==> src/rtl/wt_dcache_rd_arb.sv <==
// Round-robin arbiter sharing the L1 dcache read port among NumPorts read requesters.
// Latency: ack and index/offset in the request cycle; tag, hit and data one cycle later.
// Backpressure: mem_gnt_i low blocks every ack and freezes the pointer; requesters keep rd_req_i up.
module wt_dcache_rd_arb #(
    parameter int unsigned NumPorts = 3,
    parameter int unsigned TagW     = 28,
    parameter int unsigned IdxW     = 8,
    parameter int unsigned OffW     = 4,
    parameter int unsigned Ways     = 4
) (
    input  logic                           clk_i,
    input  logic                           rst_ni,
    input  logic                           clr_i,
    input  logic [NumPorts-1:0]            rd_req_i,
    input  logic [NumPorts-1:0][TagW-1:0]  rd_tag_i,
    input  logic [NumPorts-1:0][IdxW-1:0]  rd_idx_i,
    input  logic [NumPorts-1:0][OffW-1:0]  rd_off_i,
    input  logic [NumPorts-1:0]            rd_tag_only_i,
    output logic [NumPorts-1:0]            rd_ack_o,
    output logic [NumPorts-1:0]            rd_resp_vld_o,
    output logic [63:0]                    rd_data_o,
    output logic [Ways-1:0]                rd_vld_bits_o,
    output logic [NumPorts-1:0][Ways-1:0]  rd_hit_oh_o,
    output logic                           mem_req_o,
    input  logic                           mem_gnt_i,
    output logic [IdxW-1:0]                mem_idx_o,
    output logic [OffW-1:0]                mem_off_o,
    output logic                           mem_tag_only_o,
    output logic [TagW-1:0]                mem_tag_o,
    input  logic [63:0]                    mem_data_i,
    input  logic [Ways-1:0]                mem_vld_bits_i,
    input  logic [Ways-1:0]                mem_hit_oh_i
);

    localparam int unsigned PtrW = (NumPorts > 1) ? $clog2(NumPorts) : 1;

    logic [PtrW-1:0] rr_ptr_q;
    logic [PtrW-1:0] port_q;
    logic            resp_q;
    logic [PtrW-1:0] winner;
    logic [PtrW-1:0] winner_nxt;
    logic [PtrW:0]   cand;
    logic            found;
    logic            live;
    logic            grant;

    // A reset or clear in progress suppresses grants and drops the pending response.
    assign live  = rst_ni & ~clr_i;
    assign grant = mem_gnt_i & found & live;

    // Pick the first requesting port at or after the round-robin pointer, wrapping around.
    always_comb begin
        winner = '0;
        found  = 1'b0;
        cand   = '0;
        for (int unsigned i = 0; i < NumPorts; i++) begin
            cand = {1'b0, rr_ptr_q} + (PtrW+1)'(i);
            if (cand >= (PtrW+1)'(NumPorts)) begin
                cand = cand - (PtrW+1)'(NumPorts);
            end
            if (!found && rd_req_i[cand[PtrW-1:0]]) begin
                found  = 1'b1;
                winner = cand[PtrW-1:0];
            end
        end
    end

    // Port after the winner; with a single port this is always 0.
    assign winner_nxt = (winner == PtrW'(NumPorts - 1)) ? '0 : winner + 1'b1;

    // Address side goes straight to memory from the winner (port 0 when idle).
    assign mem_req_o      = |rd_req_i;
    assign mem_idx_o      = rd_idx_i[winner];
    assign mem_off_o      = rd_off_i[winner];
    assign mem_tag_only_o = rd_tag_only_i[winner];

    // The tag arrives one cycle late, so it follows the registered winner.
    assign mem_tag_o = resp_q ? rd_tag_i[port_q] : rd_tag_i[0];

    // Data and valid bits are broadcast; consumers qualify them with rd_resp_vld_o.
    assign rd_data_o     = mem_data_i;
    assign rd_vld_bits_o = mem_vld_bits_i;

    // Decode grant and response strobes and route the hit vector to the responding port only.
    always_comb begin
        rd_ack_o      = '0;
        rd_resp_vld_o = '0;
        rd_hit_oh_o   = '0;
        if (grant) begin
            rd_ack_o[winner] = 1'b1;
        end
        if (resp_q && live) begin
            rd_resp_vld_o[port_q] = 1'b1;
            rd_hit_oh_o[port_q]   = mem_hit_oh_i;
        end
    end

    // Remember who won and advance the pointer past them; hold the pointer when nothing is granted.
    always_ff @(posedge clk_i or negedge rst_ni) begin
        if (!rst_ni) begin
            rr_ptr_q <= '0;
            port_q   <= '0;
            resp_q   <= 1'b0;
        end else if (clr_i) begin
            rr_ptr_q <= '0;
            port_q   <= '0;
            resp_q   <= 1'b0;
        end else if (mem_gnt_i && found) begin
            rr_ptr_q <= winner_nxt;
            port_q   <= winner;
            resp_q   <= 1'b1;
        end else begin
            resp_q   <= 1'b0;
        end
    end

endmodule

==> config.mk <==
export PLATFORM = sky130hd
export DESIGN_NAME = wt_dcache_rd_arb
export DESIGN_NICKNAME = d
export VERILOG_FILES = /design/src/rtl/wt_dcache_rd_arb.sv
export SDC_FILE = /design/constraint.sdc
export NUM_CORES = 1
export LEC_CHECK = 0
export CAP_MARGIN = 20
export CORE_AREA = 2 2 130 132
export DETAILED_ROUTE_END_ITERATION = 16
export DIE_AREA = 0 0 132 134
export GPL_TIMING_DRIVEN = 0
export HOLD_SLACK_MARGIN = 0.12
export MAX_ROUTING_LAYER = met4
export PLACE_DENSITY = 0.63
export SLEW_MARGIN = 30
export SYNTH_ARGS = -nofsm -noshare
export SYNTH_HDL_FRONTEND = slang
export SYNTH_SLANG_ARGS = --single-unit
==> constraint.sdc <==
create_clock -name clk_i -period 4.7 [get_ports clk_i]
set_input_delay 0.47 -clock clk_i [delete_from_list [all_inputs] [get_ports clk_i]]
set_output_delay 0.47 -clock clk_i [all_outputs]
set_load 0.02 [all_outputs]
==> results of run 1 <==
-- flip-flops by register name, summed over array words and instances (netlist names) --
name	cells
port_q	2
resp_q	1
rr_ptr_q	2
-- cell type report --
class                      count  area, sq um
clock buffer                   4         78.8
sequential                     5          125
timing repair buffer         261         2610
inverter                       5         18.8
buffer                        90          613
multi-input combinational    256         1530
tap                          220          275
fill                        1772        11000
-- placed cells by master, fill, tap and decap left out, types with 2 or more instances in the layout --
master           synthesis  final
clkdlybuf4s50_1          0    261
buf_4                   70     70
a21oi_1                 67     67
nor2b_1                 56     56
o21ai_0                 42     42
nor2_1                  18     18
clkbuf_1                14     15
and2_1                  14     14
a31oi_1                 13     13
nand2_1                  5      5
inv_1                    5      5
dfrtp_1                  5      5
nand3b_1                 4      4
mux2i_1                  4      4
buf_2                    4      4
ha_1                     4      4
a22o_1                   3      3
nand2b_1                 3      3
and3_1                   3      3
clkbuf_16                0      3
nor3b_1                  2      2
-- final timing paths --
kind | start | endpoint | slack, ns | cells after the start
setup / recovery | rr_ptr_q[0]$_DFFE_PN0P_ | mem_idx_o[1] | 1.14 | 10
setup reg to reg | rr_ptr_q[0]$_DFFE_PN0P_ | rr_ptr_q[1]$_DFFE_PN0P_ | 2.43 | 8
hold / removal | rst_ni | resp_q$_DFF_PN0_ | 0.53 | 1
min in group clk_i | rr_ptr_q[0]$_DFFE_PN0P_ | rr_ptr_q[0]$_DFFE_PN0P_ | 0.57 | 1
hold reg to reg | rr_ptr_q[0]$_DFFE_PN0P_ | rr_ptr_q[0]$_DFFE_PN0P_ | 0.57 | 1
max in group asynchronous | rst_ni | rr_ptr_q[1]$_DFFE_PN0P_ | 3.91 | 1
-- power by group --
part	leakage, nW	switching, mW	internal (mW)
clock network	0.0382	0.0252	0.112
logic	1.95	0.769	0.702
registers	0.0671	0.0224	0.0549
-- through the flow --
stage / area (sq um) / utilization (%) / hold WS [ns]
final: 5250 / 32.3 / 0.529
after global routing: 5250 / 32.3 / 0.555
after CTS: 5250 / 32.3 / 0.530
after detailed placement: 5170 / 31.8 / 0.557
after global placement: 5170 / 31.8 / 0.553
after floorplan: 2290 / - / 0.174
-- routing by layer --
layer / share of wire [%] / vias up / GRT usage (%)
li1: - / 1697 / -
met1: 41 / 1491 / 15.2
met4: 0.066 / 0 / 0.785
met3: 7.1 / 2 / 2.61
met2: 52 / 151 / 23.2
met5: 0 / - / -
-- cells by family (layout without fill, tap and decap cells) --
| family | after synthesis | in the layout | share of synthesized area, % |
|---|---|---|---|
| fa+ha+maj | 4 | 4 | 2.19 |
| buf+inv | 95 | 360 | 27.6 |
| flops | 5 | 5 | 5.47 |
| compound gates | 139 | 139 | 35.3 |
| mux | 4 | 4 | 1.75 |
| simple gates | 109 | 109 | 27.6 |
==> summary.md, run 1 <==
| Metric | Value |
|---|---|
| Outcome | `completed` |
| H-Tree Level Count | `1` |
| Crit path buf inv count | `4` |
| Slew headroom | `54.2%` |
| Port Buffers | `261` |
| Row count | `47` |
| Synth unique cells | `39` |
| Setup TNS | `0 ns` |
| Syn Area/Cell | `6.42 sq um` |
| Initial DRC count | `122` |
| Ant diodes | `0` |
| VDD IR max | `317 uV` |
| Post-route insts no fill | `841` |
| CP Launch Type | `flip-flop` |
| Data required, critical path | `4.23 ns` |
| Vias | `3,341` |
| Later-pin clock latency in the skew report | `0.22 ns` |
| Top area cells in the synthesized netlist | `buf_4 23%, nor2b_1 15%, a21oi_1 15%` |
| Dpl ws | `1.27 ns` |
| Cell total after placement | `837` |
| Highest net fanout along the worst path | `10` |
| Final period utilization | `75.7%` |
| DP HPWL | `10,200 um` |
| Worst Path Class, Setup | `reg2out` |
| Yosys reg bits | `5` |
| Min-Delay Path Class | `in2async` |
| PostCTS Resize Cnt | `0` |
| GRT Resource Usage Total | `12.8%` |
| Vias/cell | `3.97` |
| Tmin final | `3.56 ns` |
| Pleak | `2.06 nW` |
| Initial antenna violation count | `0` |
| Synth-to-Final Area Change | `130%` |
| Clock root buffer | `clkbuf_16` |
| Core footprint | `16,300 sq um` |
| First-pass DRT Iterations | `4` |
| Vias in the first global route | `3,219` |
| CTS Buffer Depth | `2` |
| Most frequent cell after synthesis | `buf_4` |
| Slack of the critical path | `1.14 ns` |
| Hold Fails Final Rpt | `0` |
| Hold-fix buffers, CTS | `0` |
| Avg WL per Cell | `14.3 um` |
| Die Ht | `134 um` |
| Largest delay share family, worst path | `buffers and inverters` |
| Inserted Clock Buffers | `3` |
| Die footprint | `17,700 sq um` |
| Pwr/cell area | `321 nW/um^2` |
| Num ports | `330` |
| MaxCap Viol Count | `0` |
| GP Congestion | `0.787` |
| Commonest cells in the netlist | `70 x buf_4, 67 x a21oi_1, 56 x nor2b_1` |
| Antenna Nets Post-Route | `0` |
| CP endpoint kind | `output port` |
| Final number of setup-violating endpoints | `0` |
| Asr flop ratio synth | `100%` |
| DR DRC count | `0` |
| Share of cells above drive strength 1 | `13.8%` |
| Max stage delay on crit path | `0.63 ns` |
| Syn_nets | `562` |
| Clock skew | `0.000749 ns` |
| Arrival time at the worst endpoint | `3.09 ns` |
| Starting Density | `14.0%` |
| Synthesized cell area | `2290 sq um` |
| Global route overflow | `0` |
| Main synth FF type | `dfrtp_1` |
| Final wirelength | `12,100 um` |
| RSZ-0062 raised after global routing | `no` |
| Synth Instances | `356` |
| Number of enable flip-flop cells after synthesis | `0` |
| Yosys warnings | `0` |
| Sequential area share after synthesis | `5.47%` |
| Postcts setup bufs | `0` |
| Slew Limit Fails | `0` |
| CTS tree | `built` |
| Tot Pwr | `1.69 mW` |
| Largest net degree at the start of global routing | `11` |
| Tightest Pin Transition | `0.685 ns` |
| Critical path's slowest cell | `clkdlybuf4s50_1` |
| Post-synth top area cell | `buf_4` |
| Die Width | `132 um` |
| Worst-path cell chain | `inv_1 > ha_1 > buf_6 > mux2i_1 > o22ai_2 > o211ai_2 > buf_2 > a31oi_1 > a21oi_1 > clkdlybuf4s50_1` |
| Highest clock rate | `0.281 GHz` |
| Top cell type's share of synthesized area | `23.0%` |
| First-pass GRT wire length | `17,800 um` |
| Final #Nets | `828` |
| Clk sinks | `5` |
| Clk pin slew, worst setup/hold paths | `0.03 ns` |
No activity file was read; power rests on OpenSTA's default activity.
==> run 2, diff against run 1 <==
--- a/config.mk
+++ b/config.mk
@@ -6,13 +6,13 @@
 export NUM_CORES = 1
 export LEC_CHECK = 0
 export CAP_MARGIN = 20
-export CORE_AREA = 2 2 130 132
+export CORE_AREA = 2 2 128 130
 export DETAILED_ROUTE_END_ITERATION = 16
-export DIE_AREA = 0 0 132 134
+export DIE_AREA = 0 0 130 132
 export GPL_TIMING_DRIVEN = 0
 export HOLD_SLACK_MARGIN = 0.12
 export MAX_ROUTING_LAYER = met4
-export PLACE_DENSITY = 0.63
+export PLACE_DENSITY = 0.64
 export SLEW_MARGIN = 30
 export SYNTH_ARGS = -nofsm -noshare
 export SYNTH_HDL_FRONTEND = slang
==> constraint.sdc (replaced) <==
create_clock -name clk_i -period 3.65 [get_ports clk_i]
set_input_delay 0.365 -clock clk_i [delete_from_list [all_inputs] [get_ports clk_i]]
set_output_delay 0.365 -clock clk_i [all_outputs]
set_load 0.02 [all_outputs]
==> run 2 against run 1 <==
  * Register-to-register slack got worse by 0.96 ns
  * Non-clock buffer count did not move
  * Die area decreased by 3.0%
  * Sequential cell count is the same
  * Power rose by 29%
  * Design area is essentially flat
  * Worst hold slack worse by 0.12 ns
  * Utilization up 1.2 points
  * Cell count is 0.48% lower
  * Via count up 1.4%
  * Worst setup slack got worse by 0.90 ns
  * Highest routed layer unchanged
==> summary.md, run 2 (synthesis results as in run 1) <==
| Metric | Value |
|---|---|
| Share of cells above drive strength 1 | `13.8% (unchanged)` |
| CP endpoint kind | `output port (unchanged)` |
| Die footprint | `17,200 sq um (was 17,700 sq um)` |
| Switching Share | `48.6% (was 48.4%)` |
| Port Buffers | `261 (unchanged)` |
| Clock root buffer | `clkbuf_16 (unchanged)` |
| Vias/cell | `4.05 (was 3.97)` |
| Switching power | `1.06 mW (was 0.817 mW)` |
| PostCTS Resize Cnt | `0 (unchanged)` |
| Finished layout cell area | `5250 sq um (about the same)` |
| Core footprint | `15,700 sq um (was 16,300 sq um)` |
| Initial antenna violation count | `0 (unchanged)` |
| Highest net fanout along the worst path | `10 (unchanged)` |
| GRT Resource Usage Total | `12.9% (was 12.8%)` |
| Final wirelength | `12,000 um (was 12,100 um)` |
| Min-Delay Path Class | `in2async (unchanged)` |
| Largest net degree at the start of global routing | `11 (unchanged)` |
| GP Congestion | `0.817 (was 0.787)` |
| First-pass GRT wire length | `17,300 um (was 17,800 um)` |
| Vias | `3,388 (was 3,341)` |
| Inserted Clock Buffers | `3 (unchanged)` |
| Pwr/cell area | `415 nW/um^2 (was 321 nW/um^2)` |
| Filler instances | `1,671 (was 1,772)` |
| Slew headroom | `55.9% (was 54.2%)` |
| Comb pwr share | `87.2% (was 87.3%)` |
| Antenna Nets Post-Route | `0 (unchanged)` |
| Clk pin slew, worst setup/hold paths | `0.03 ns (about the same)` |
| Postcts setup bufs | `0 (unchanged)` |
| Data required, critical path | `3.28 ns (was 4.23 ns)` |
| First-pass DRT Iterations | `4 (unchanged)` |
| Largest regs | `port_q x2, rr_ptr_q x2, resp_q x1 (unchanged)` |
| Tot Pwr | `2.18 mW (was 1.69 mW)` |
| Cell total after placement | `833 (was 837)` |
| Outcome | `completed (unchanged)` |
| MaxCap Viol Count | `0 (unchanged)` |
| Global route overflow | `0 (unchanged)` |
| Clock skew | `0.000883 ns (was 0.000749 ns)` |
| Avg WL per Cell | `14.3 um (about the same)` |
| Initial DRC count | `94 (was 122)` |
| Arrival time at the worst endpoint | `3.04 ns (was 3.09 ns)` |
| Tmin final | `3.40 ns` |
| Seq pwr share | `4.6% (about the same)` |
| Synth-to-Final Area Change | `129% (was 130%)` |
| Later-pin clock latency in the skew report | `0.23 ns (was 0.22 ns)` |
| Clk sinks | `5 (unchanged)` |
| Int Power | `1.12 mW (was 0.869 mW)` |
| Clock Power Share | `8.2% (was 8.1%)` |
| Slew Limit Fails | `0 (unchanged)` |
| Most common cell after layout, fill and taps aside | `clkdlybuf4s50_1 (unchanged)` |
| Num ports | `330 (unchanged)` |
| CTS tree | `built (unchanged)` |
| VDD IR max | `282 uV (was 317 uV)` |
| Vias in the first global route | `3,229 (was 3,219)` |
| Highest clock rate | `0.294 GHz` |
| DP HPWL | `10,300 um (was 10,200 um)` |
| DR DRC count | `0 (unchanged)` |
| Final period utilization | `93.3%` |
| Die Ht | `132 um (was 134 um)` |
| Most frequent cells in the layout | `261 x clkdlybuf4s50_1, 70 x buf_4, 67 x a21oi_1, 56 x nor2b_1, 42 x o21ai_0 (unchanged)` |
| Hold-fix buffers, CTS | `0 (unchanged)` |
| Ant diodes | `0 (unchanged)` |
| Post-route insts no fill | `837 (was 841)` |
| Placed Area | `5170 sq um (about the same)` |
| CP Launch Type | `flip-flop (unchanged)` |
| Pleak | `2.06 nW (unchanged)` |
| RSZ-0062 raised after global routing | `no (unchanged)` |
| Hold Fails Final Rpt | `0 (unchanged)` |
| Tightest Pin Transition | `0.660 ns (was 0.685 ns)` |
| R2r worst-path depth | `8 (unchanged)` |
| Final #Nets | `828 (unchanged)` |
| Slack of the critical path | `0.246 ns (was 1.14 ns)` |
| Row count | `46 (was 47)` |
| Setup TNS | `0 ns (unchanged)` |
| Dpl ws | `0.420 ns (was 1.27 ns)` |
| Die Width | `130 um (was 132 um)` |
| Starting Density | `14.6% (was 14.0%)` |
| Final number of setup-violating endpoints | `0 (unchanged)` |
| H-Tree Level Count | `1 (unchanged)` |
| CTS Buffer Depth | `2 (unchanged)` |
| Worst Path Class, Setup | `reg2out (unchanged)` |
## run 2: path summary, 6_finish.rpt
check / from / end / slack [ns]
min in group clk_i: rr_ptr_q[0]$_DFFE_PN0P_ / rr_ptr_q[0]$_DFFE_PN0P_ / 0.57
worst min-delay path: rst_ni / rr_ptr_q[1]$_DFFE_PN0P_ / 0.40
worst max register to register: rr_ptr_q[0]$_DFFE_PN0P_ / rr_ptr_q[1]$_DFFE_PN0P_ / 1.47
max in group asynchronous: rst_ni / port_q[1]$_DFFE_PN0P_ / 3.00
worst max-delay path: rr_ptr_q[0]$_DFFE_PN0P_ / mem_off_o[2] / 0.25
worst min register to register: rr_ptr_q[0]$_DFFE_PN0P_ / rr_ptr_q[0]$_DFFE_PN0P_ / 0.57
## run 2: layout make-up
class | instances | area (sq um) | share of cell area (%)
Timing Repair Buffer | 261 | 2610 | 49.8
Multi-Input combinational cell | 256 | 1530 | 29.2
Buffer | 90 | 613 | 11.7
Tap cell | 216 | 270 | 5.15
Sequential cell | 5 | 125 | 2.38
Clock buffer | 4 | 78.8 | 1.50
Inverter | 5 | 18.8 | 0.358
## run 2: power by group through the flow
stage          combinational [mW]  sequential, mW  clock [mW]
2_1_floorplan                1.09          0.0869           0
3_3_place_gp                 1.91           0.103           0
3_5_place_dp                 1.91           0.102           0
4_1_cts                      1.92           0.101       0.182
5_1_grt                      2.04           0.105       0.190
6_report                     1.90          0.0992       0.180
## run 2: worst max-delay path: stages (launching register included)
cell	delay, ns
dfrtp_1	0.39
inv_1	0.08
ha_1	0.29
buf_6	0.13
mux2i_1	0.21
o22ai_2	0.18
o211ai_2	0.32
buf_2	0.28
a31oi_1	0.11
a21oi_1	0.18
clkdlybuf4s50_1	0.64
## run 2: metal layers
metal	vias up	global-route usage (%)	routed length, um
met2	148	23.6	6220
met4	0	1.14	62
li1	1700	-	-
met5	-	-	0
met1	1536	15.4	4950
met3	4	1.75	779
## run 2: stage by stage
step           util [%]  hold slack, ns
2_1_floorplan         -          0.0694
3_3_place_gp       32.9           0.566
3_5_place_dp       32.9           0.558
4_1_cts            33.4           0.411
5_1_grt            33.4           0.420
6_report           33.4           0.404
